File: config.mk
export PLATFORM = sky130hd
export DESIGN_NAME = rfa_operand_sequencer
export DESIGN_NICKNAME = d
export VERILOG_FILES = /design/src/rtl/rfa_operand_sequencer.sv
export SDC_FILE = /design/constraint.sdc
export NUM_CORES = 1
export LEC_CHECK = 0
export CAP_MARGIN = 25
export CORE_AREA = 10 10 74 76
export CTS_CLUSTER_SIZE = 14
export DETAILED_ROUTE_END_ITERATION = 10
export DIE_AREA = 0 0 84 86
export GPL_TIMING_DRIVEN = 0
export PLACE_DENSITY = 0.82
export SLEW_MARGIN = 20
export SYNTH_ARGS = -nofsm -noshare
export SYNTH_HDL_FRONTEND = slang
export SYNTH_SLANG_ARGS = --single-unit
export TNS_END_PERCENT = 5
File: constraint.sdc
create_clock -name clk -period 2.75 [get_ports clk]
set_input_delay 0.55 -clock clk [delete_from_list [all_inputs] [get_ports clk]]
set_output_delay 0.55 -clock clk [all_outputs]
set_load 0.05 [all_outputs]
File: src/rtl/rfa_operand_sequencer.sv
// Operand read sequencer between the RFA round-robin arbiter and the register file read ports.
// Latches one granted FU, issues its operand reads in order, counts returns and pulses operands_ready.
module rfa_operand_sequencer #(
  parameter int NUM_FU  = 16,
  parameter int FU_ID_W = 4,
  parameter int CNT_W   = 2
) (
  input  logic                    clk,
  input  logic                    rst,
  input  logic [NUM_FU-1:0]       select_fu,
  input  logic [NUM_FU*CNT_W-1:0] fu_op_count,
  output logic                    busy,
  output logic                    rf_rd_en,
  input  logic                    rf_rd_ready,
  output logic [FU_ID_W-1:0]      rf_rd_fu,
  output logic [CNT_W-1:0]        rf_rd_opidx,
  input  logic                    rf_rd_data_valid,
  output logic [NUM_FU-1:0]       operands_ready,
  output logic [1:0]              err
);

  typedef enum logic [1:0] {IDLE, ISSUE, DRAIN, DONE} state_e;

  state_e             state_q, state_d;
  logic [FU_ID_W-1:0] fu_id_q, fu_id_d;
  logic [CNT_W-1:0]   cnt_q, cnt_d;
  logic [CNT_W-1:0]   issued_q, issued_d;
  logic [CNT_W-1:0]   returned_q, returned_d;
  logic [1:0]         err_q, err_d;

  logic               grant_any;
  logic               grant_onehot;
  logic [FU_ID_W-1:0] grant_id;
  logic [CNT_W-1:0]   grant_cnt;
  logic               ret_fire;
  logic [CNT_W-1:0]   issued_inc;
  logic [CNT_W-1:0]   returned_inc;

  always_comb begin
    grant_id = '0;
    for (int i = 0; i < NUM_FU; i++) begin
      if (select_fu[i]) grant_id = FU_ID_W'(i);
    end
  end

  assign grant_any    = |select_fu;
  assign grant_onehot = grant_any && ((select_fu & (select_fu - NUM_FU'(1))) == '0);
  assign grant_cnt    = fu_op_count[grant_id*CNT_W +: CNT_W];

  // A return only counts when something is outstanding; IDLE never has anything outstanding.
  assign ret_fire     = rf_rd_data_valid && (state_q != IDLE) && (returned_q != issued_q);
  assign issued_inc   = issued_q + CNT_W'(1);
  assign returned_inc = returned_q + CNT_W'(ret_fire);

  always_comb begin
    state_d    = state_q;
    fu_id_d    = fu_id_q;
    cnt_d      = cnt_q;
    issued_d   = issued_q;
    returned_d = returned_inc;
    err_d      = err_q;

    if (rf_rd_data_valid && !ret_fire) err_d[1] = 1'b1;

    case (state_q)
      IDLE: begin
        if (grant_onehot) begin
          fu_id_d    = grant_id;
          cnt_d      = grant_cnt;
          issued_d   = '0;
          returned_d = '0;
          state_d    = (grant_cnt == '0) ? DONE : ISSUE;
        end else if (grant_any) begin
          err_d[0] = 1'b1;
        end
      end
      ISSUE: begin
        if (grant_any) err_d[0] = 1'b1;
        if (rf_rd_ready) begin
          issued_d = issued_inc;
          if (issued_inc == cnt_q) begin
            state_d = (returned_inc == cnt_q) ? DONE : DRAIN;
          end
        end
      end
      DRAIN: begin
        if (grant_any) err_d[0] = 1'b1;
        if (returned_inc == cnt_q) state_d = DONE;
      end
      DONE: begin
        if (grant_any) err_d[0] = 1'b1;
        state_d = IDLE;
      end
      default: state_d = IDLE;
    endcase
  end

  always_ff @(posedge clk or negedge rst) begin
    if (!rst) begin
      state_q    <= IDLE;
      fu_id_q    <= '0;
      cnt_q      <= '0;
      issued_q   <= '0;
      returned_q <= '0;
      err_q      <= '0;
    end else begin
      state_q    <= state_d;
      fu_id_q    <= fu_id_d;
      cnt_q      <= cnt_d;
      issued_q   <= issued_d;
      returned_q <= returned_d;
      err_q      <= err_d;
    end
  end

  // Read request fields are zeroed outside ISSUE so downstream never sees stale ids.
  always_comb begin
    busy           = (state_q != IDLE);
    rf_rd_en       = (state_q == ISSUE);
    rf_rd_fu       = rf_rd_en ? fu_id_q : '0;
    rf_rd_opidx    = rf_rd_en ? issued_q : '0;
    operands_ready = '0;
    if (state_q == DONE) operands_ready[fu_id_q] = 1'b1;
    err            = err_q;
  end

endmodule
# After elaboration in Yosys (flattened, before gate mapping)

Cells that the tools add are included.

ROM bits: 0
Logic and storage cells: 76
Bits in registers: 14
Memories kept: 0
Input port bits: 52
Bits in writable memories: 0
Latch bits: 0

Eq/ne operators: 11
Magnitude comparators: 2
Bitwise gates (word level): 1
Divide/modulo/power cells: 0
Multiplexer cells: 35
Add/sub/neg operators: 3
Shifts and indexed selects: 1
Multipliers: 0
Reductions and logical operators: 16

Operators with widths:

| cell                                                                          | count |
|---|---|
| 4-bit two-way mux                                                             | 13 |
| 32-bit by 6-bit variable part select with 2-bit output                        | 1 |
| 2-bit two-way mux                                                             | 12 |
| 16-bit bitwise AND                                                            | 1 |
| 16-bit logical NOT                                                            | 1 |
| 16-bit two-way mux                                                            | 1 |
| 16-bit OR reduction                                                           | 1 |
| 16-bit by 1-bit subtractor with 16-bit output (second input constant)         | 1 |
| 2-bit case mux with 4 select lines                                            | 1 |
| 2-bit != test (second input constant)                                         | 3 |
| 1-bit logical AND                                                             | 5 |
| 4-bit by 5-bit less-than comparator with 1-bit output (second input constant) | 1 |
| 1-bit two-way mux                                                             | 5 |
| 1-bit demux with 4-bit select                                                 | 1 |
| 2-bit == test                                                                 | 2 |
| 2-bit == test (second input constant)                                         | 2 |
| 4-bit by 1-bit >= comparator with 1-bit output (second input constant)        | 1 |
| 2-bit logical NOT                                                             | 2 |
| 2-bit by 1-bit != test with 1-bit output (second input constant)              | 2 |
| 2-bit case mux with 2 select lines                                            | 1 |
| 4-bit AND reduction                                                           | 1 |
| 2-bit nonzero test                                                            | 2 |
| 3-bit AND reduction                                                           | 1 |
| 3-bit OR reduction                                                            | 1 |
| 7 further kinds                                                               | 7 |

# Longest topological paths before layout

Word-level depth: 20
Gate-level depth with buffers: 11

# Worst setup path after synthesis

No wires, ideal clock.

Path type: register -> output
Start: register state_q[0]
End: output operands_ready[0]
Buffers on the path: 0
Slack: 0.090 ns
Data required time: 2.200 ns
Arrival: 2.110 ns
Stages on the path, launching flop included: 4
Path through: dfrtp_1 -> ha_1 -> or3b_2 -> nor3_1

Word-level cells in the longest chain between the ends: 2

RTL lines:

| item                   | line | source |
|---|---|---|
| from (decl)            | 24   | `state_e state_q, state_d;` |
| from (signal assigned) | 107  | `state_q <= state_d;` |
| 2-bit == test          | 123  | `if (state_q == DONE) operands_ready[fu_id_q] = 1'b1;` |
| 16-bit two-way mux     | 123  |  |
| to (decl)              | 18   | `output logic [NUM_FU-1:0] operands_ready,` |

No other way between the ends.

# Worst setup path after layout

Start: input select_fu[12]
End: register cnt_q[1]

Word-level cells in the longest chain between the ends: 5
Elaborated cells on any way between the ends: 11

RTL lines:

| item                                                                                                           | line   | source |
|---|---|---|
| from (decl)                                                                                                    | 10     | `input logic [NUM_FU-1:0] select_fu,` |
| 16-bit by 1-bit subtractor with 16-bit output or 4-bit two-way mux (tied branches)                             | 47, 42 |  |
| 16-bit bitwise AND or 4-bit two-way mux (tied branches)                                                        | 47, 42 |  |
| 16-bit logical NOT or 4-bit two-way mux (tied branches)                                                        | 47, 42 |  |
| 1-bit logical AND or 4-bit two-way mux (tied branches)                                                         | 47, 42 |  |
| 2-bit AND reduction (no source line) or 32-bit by 6-bit variable part select with 2-bit output (tied branches) | n/a    |  |
| to (signal assigned)                                                                                           | 109    | `cnt_q <= cnt_d;` |
| to (decl)                                                                                                      | 26     | `logic [CNT_W-1:0] cnt_q, cnt_d;` |

Parallel ways exist; a longest one is shown, timed or not.
A chain may end at the register's enable or synchronous reset.

==> flow_metrics.tcl <==
set metrics [dict create \
    vias_per_cell 5.44 \
    cts_hold_buffers 0 \
    drt_iter0_markers 114 \
    dp_slack_ns -0.635 \
    timing.fmax_ghz 0.376 \
    synthTopCellsByCount "nor2_1, nand2_1, mux2i_1" \
    crit_fanout 5 \
    clock_sinks 14 \
    r2r-start "state_q[0]" \
    fin_crit_sh_pct 96.7 \
    slew_headroom_pct 57.1 \
    htreeDepth 1 \
    dieHeight_microns 86 \
    wirelength_microns 5310 \
    layout-drive-gt1-share_pct 19.2 \
    area_delta_synth_final_pct 60.2 \
    dp_cells 319 \
    hpwl_microns 4200 \
    peakVddDrop_mv 0.221 \
    setup_viol 0 \
    final_antenna_net_count 0 \
    worst_slew_pin_slew_ns 0.641 \
    netlist_area_sq_um 1640 \
    port_buffers 76 \
    post_dp_cell_area_sq_um 2460 \
    antenna_found_initial 0 \
    path_clk_slew_ns 0.06 \
    combPwrFrac_pct 64.5 \
    crit_path_start "select_fu[12]" \
    hold_viol_final 0 \
    yosys_warnings 0 \
    fin_skew_ns 0.00146 \
    clockBufferDepth 2 \
    rsz0062_at_grt "yes" \
    grt_use_total_pct 13.3 \
    p_leak_nw 1.14 \
    critPathBufInv 1 \
    fin_crit_ns 2.66 \
    p_sw_mw 0.628 \
    dieArea_sq_um 7220 \
    fp-row-count 23 \
    multiInputGateArea_sq_um 1280 \
    async_flop_share_pct 100 \
    antenna_cells 0 \
    critPathArrivalTime_ns 2.80 \
    power.internal_mw 0.796 \
    yosysTopAreaCell "dfrtp_1" \
    drv_slew 0 \
    switching_share_pct 44.1 \
    synth_ff_type "dfrtp_1" \
    cts-root-buf "clkbuf_8" \
    hp-start "err[0]" \
    clkPwrFrac_pct 14.2 \
    hp-class "flip-flop to flip-flop" \
    setup.worst_path.end_class "flip-flop" \
    cts_buffers 3 \
    first_pass_iters 4 \
    grt_max_degree 15 \
    path_cells "clkdlybuf4s50_1, nor2_2, a211oi_2, a21oi_4, mux4_2, nand2_1, o2111a_1, a211oi_1, a21o_1" \
    route.detailed.drc 0 \
    synth_cells 193 \
    vias 1799 \
    start_util_pct 41.2 \
    overflow 0 \
    cap_violations 0 \
    critPathKind "input pin to flip-flop" \
    gp_congestion 0.867 \
    power_frac_seq_pct 21.3 \
    startpoint_type "input pin" \
    avgSynthCellArea_sq_um 8.49 \
    synthMostInstantiatedCell "nor2_1" \
    synth-seq-cells 14 \
    synth-edff-count 0 \
    synth_nets 250 \
    stdcell_count 331 \
    cpPeakStageDelay_ns 0.55 \
    ios 78 \
    tritoncts "yes" \
    synth_cell_types 59 \
    final_nets 339 \
    die_w_microns 84 \
    wl_per_cell_microns 16.0 \
    synth_top_area_share_pct 21.4 \
    cp_top_family "compound AO/OA/AOI/OAI gates" \
    grt_pass1_vias 1817 \
    slowest_stage "mux4_2" \
    p_per_area_nw_per_um2 543 \
    synthTopCellsByArea "dfrtp_1, mux2i_1, nor2_1, nand2_1, ha_1" \
    clk_latency_ns 0.25 \
    fillerInstances 339 \
    cp_data_required_time_ns 2.89 \
    core_region_area_sq_um 3970 \
    grt_pass1_wl_microns 8270 \
    layout_setup_ws_ns 0.0904 \
    regArea_sq_um 350 \
    synth-seq-area-share_pct 21.4 \
    status "finished clean" \
    fin_area_sq_um 2620 \
]
sequential cells by signal, indices dropped and copies added, names as in the netlist:
name	flops
cnt_q	2
returned_q	2
fu_id_q	4
state_q	2
err	2
issued_q	2
metal layers:
metal	track usage (%)	vias up	part of all wire (%)
met5	0	-	0
met1	13.7	850	40
li1	-	883	-
met4	5.48	0	1.6
met2	24.1	59	51
met3	4.73	7	7.4
repair_timing:
action,4_1_cts,5_1_grt
setup endpoints to repair,22,12
buffers inserted,1,8
pin swaps,4,4
resized for setup,22,30
metrics by stage:
| stage | hold slack (ns) | TNS [ns] | power (mW) | util, % |
|---|---|---|---|---|
| floorplan | 0.254 | 0 | 0.964 | - |
| global placement | 0.448 | -4.88 | 1.21 | 62.0 |
| detailed placement | 0.458 | -5.23 | 1.23 | 62.0 |
| CTS | 0.473 | -0.270 | 1.43 | 63.5 |
| global route | 0.480 | -0.200 | 1.53 | 66.1 |
| finish | 0.465 | 0 | 1.42 | 66.1 |
worst register-to-register path, cell delays in order (launching register included):
cell and delay (ns):
dfrtp_1 0.40, inv_1 0.11, ha_1 0.21, clkbuf_8 0.16, nor3b_1 0.20, ha_1 0.19
xnor2_1 0.17, xor2_1 0.22, nand2_1 0.12, a221oi_4 0.38, mux2i_1 0.24, o21ai_1 0.08
cell families (layout without fill, tap and decap cells):
kind of cell / Yosys count / after routing / share of synthesized area (%)
adders and majority gates: 6 / 6 / 4.43
and+or+nand+nor: 91 / 91 / 29.6
DFF: 14 / 14 / 21.4
buffers and inverters: 14 / 102 / 4.35
AOI/OAI and AO/OA: 40 / 40 / 21.5
muxes: 22 / 22 / 15.5
xor gates and xnor gates: 6 / 6 / 3.21
path summary, 6_finish.rpt:
check                             end  slack (ns)  cells after the start
min reg2reg                    err[0]        0.46                      1
max reg2reg                state_q[1]        0.14                     11
max                          cnt_q[1]        0.09                      9
max in group asynchronous      err[1]        1.64                      1
min                            err[0]        0.46                      1
min in group asynchronous  state_q[0]        0.70                      1
power by group through the flow:
stage	registers [mW]	clock network, mW	logic (mW)
2_1_floorplan	0.283	0	0.681
3_3_place_gp	0.288	0	0.919
3_5_place_dp	0.291	0	0.937
4_1_cts	0.287	0.206	0.933
5_1_grt	0.310	0.215	1.01
6_report	0.304	0.202	0.919
cell type report:
type / count / share of cell area (%)
well taps: 50 / 2.38
flip-flops and latches: 14 / 13.4
inverters: 6 / 0.858
repair buffers: 85 / 30.7
clock buffers: 4 / 2.10
plain buffers: 7 / 1.72
multi-input cells: 165 / 48.9
cell usage in the layout, fill, tap and decap left out, types with 5 or more instances in the layout:
cell / count
clkdlybuf4s50_1: 52
nor2_1: 30
nand2_1: 17
mux2i_1: 16
dfrtp_1: 14
dlygate4sd2_1: 10
buf_4: 9
dlymetal6s2s_1: 8
clkbuf_2: 7
and2_1: 7
nand2b_1: 7
o21ai_0: 6
clkbuf_8: 5
inv_1: 5
nor3_1: 5
ha_1: 5
(Power assumes the default switching activity.)
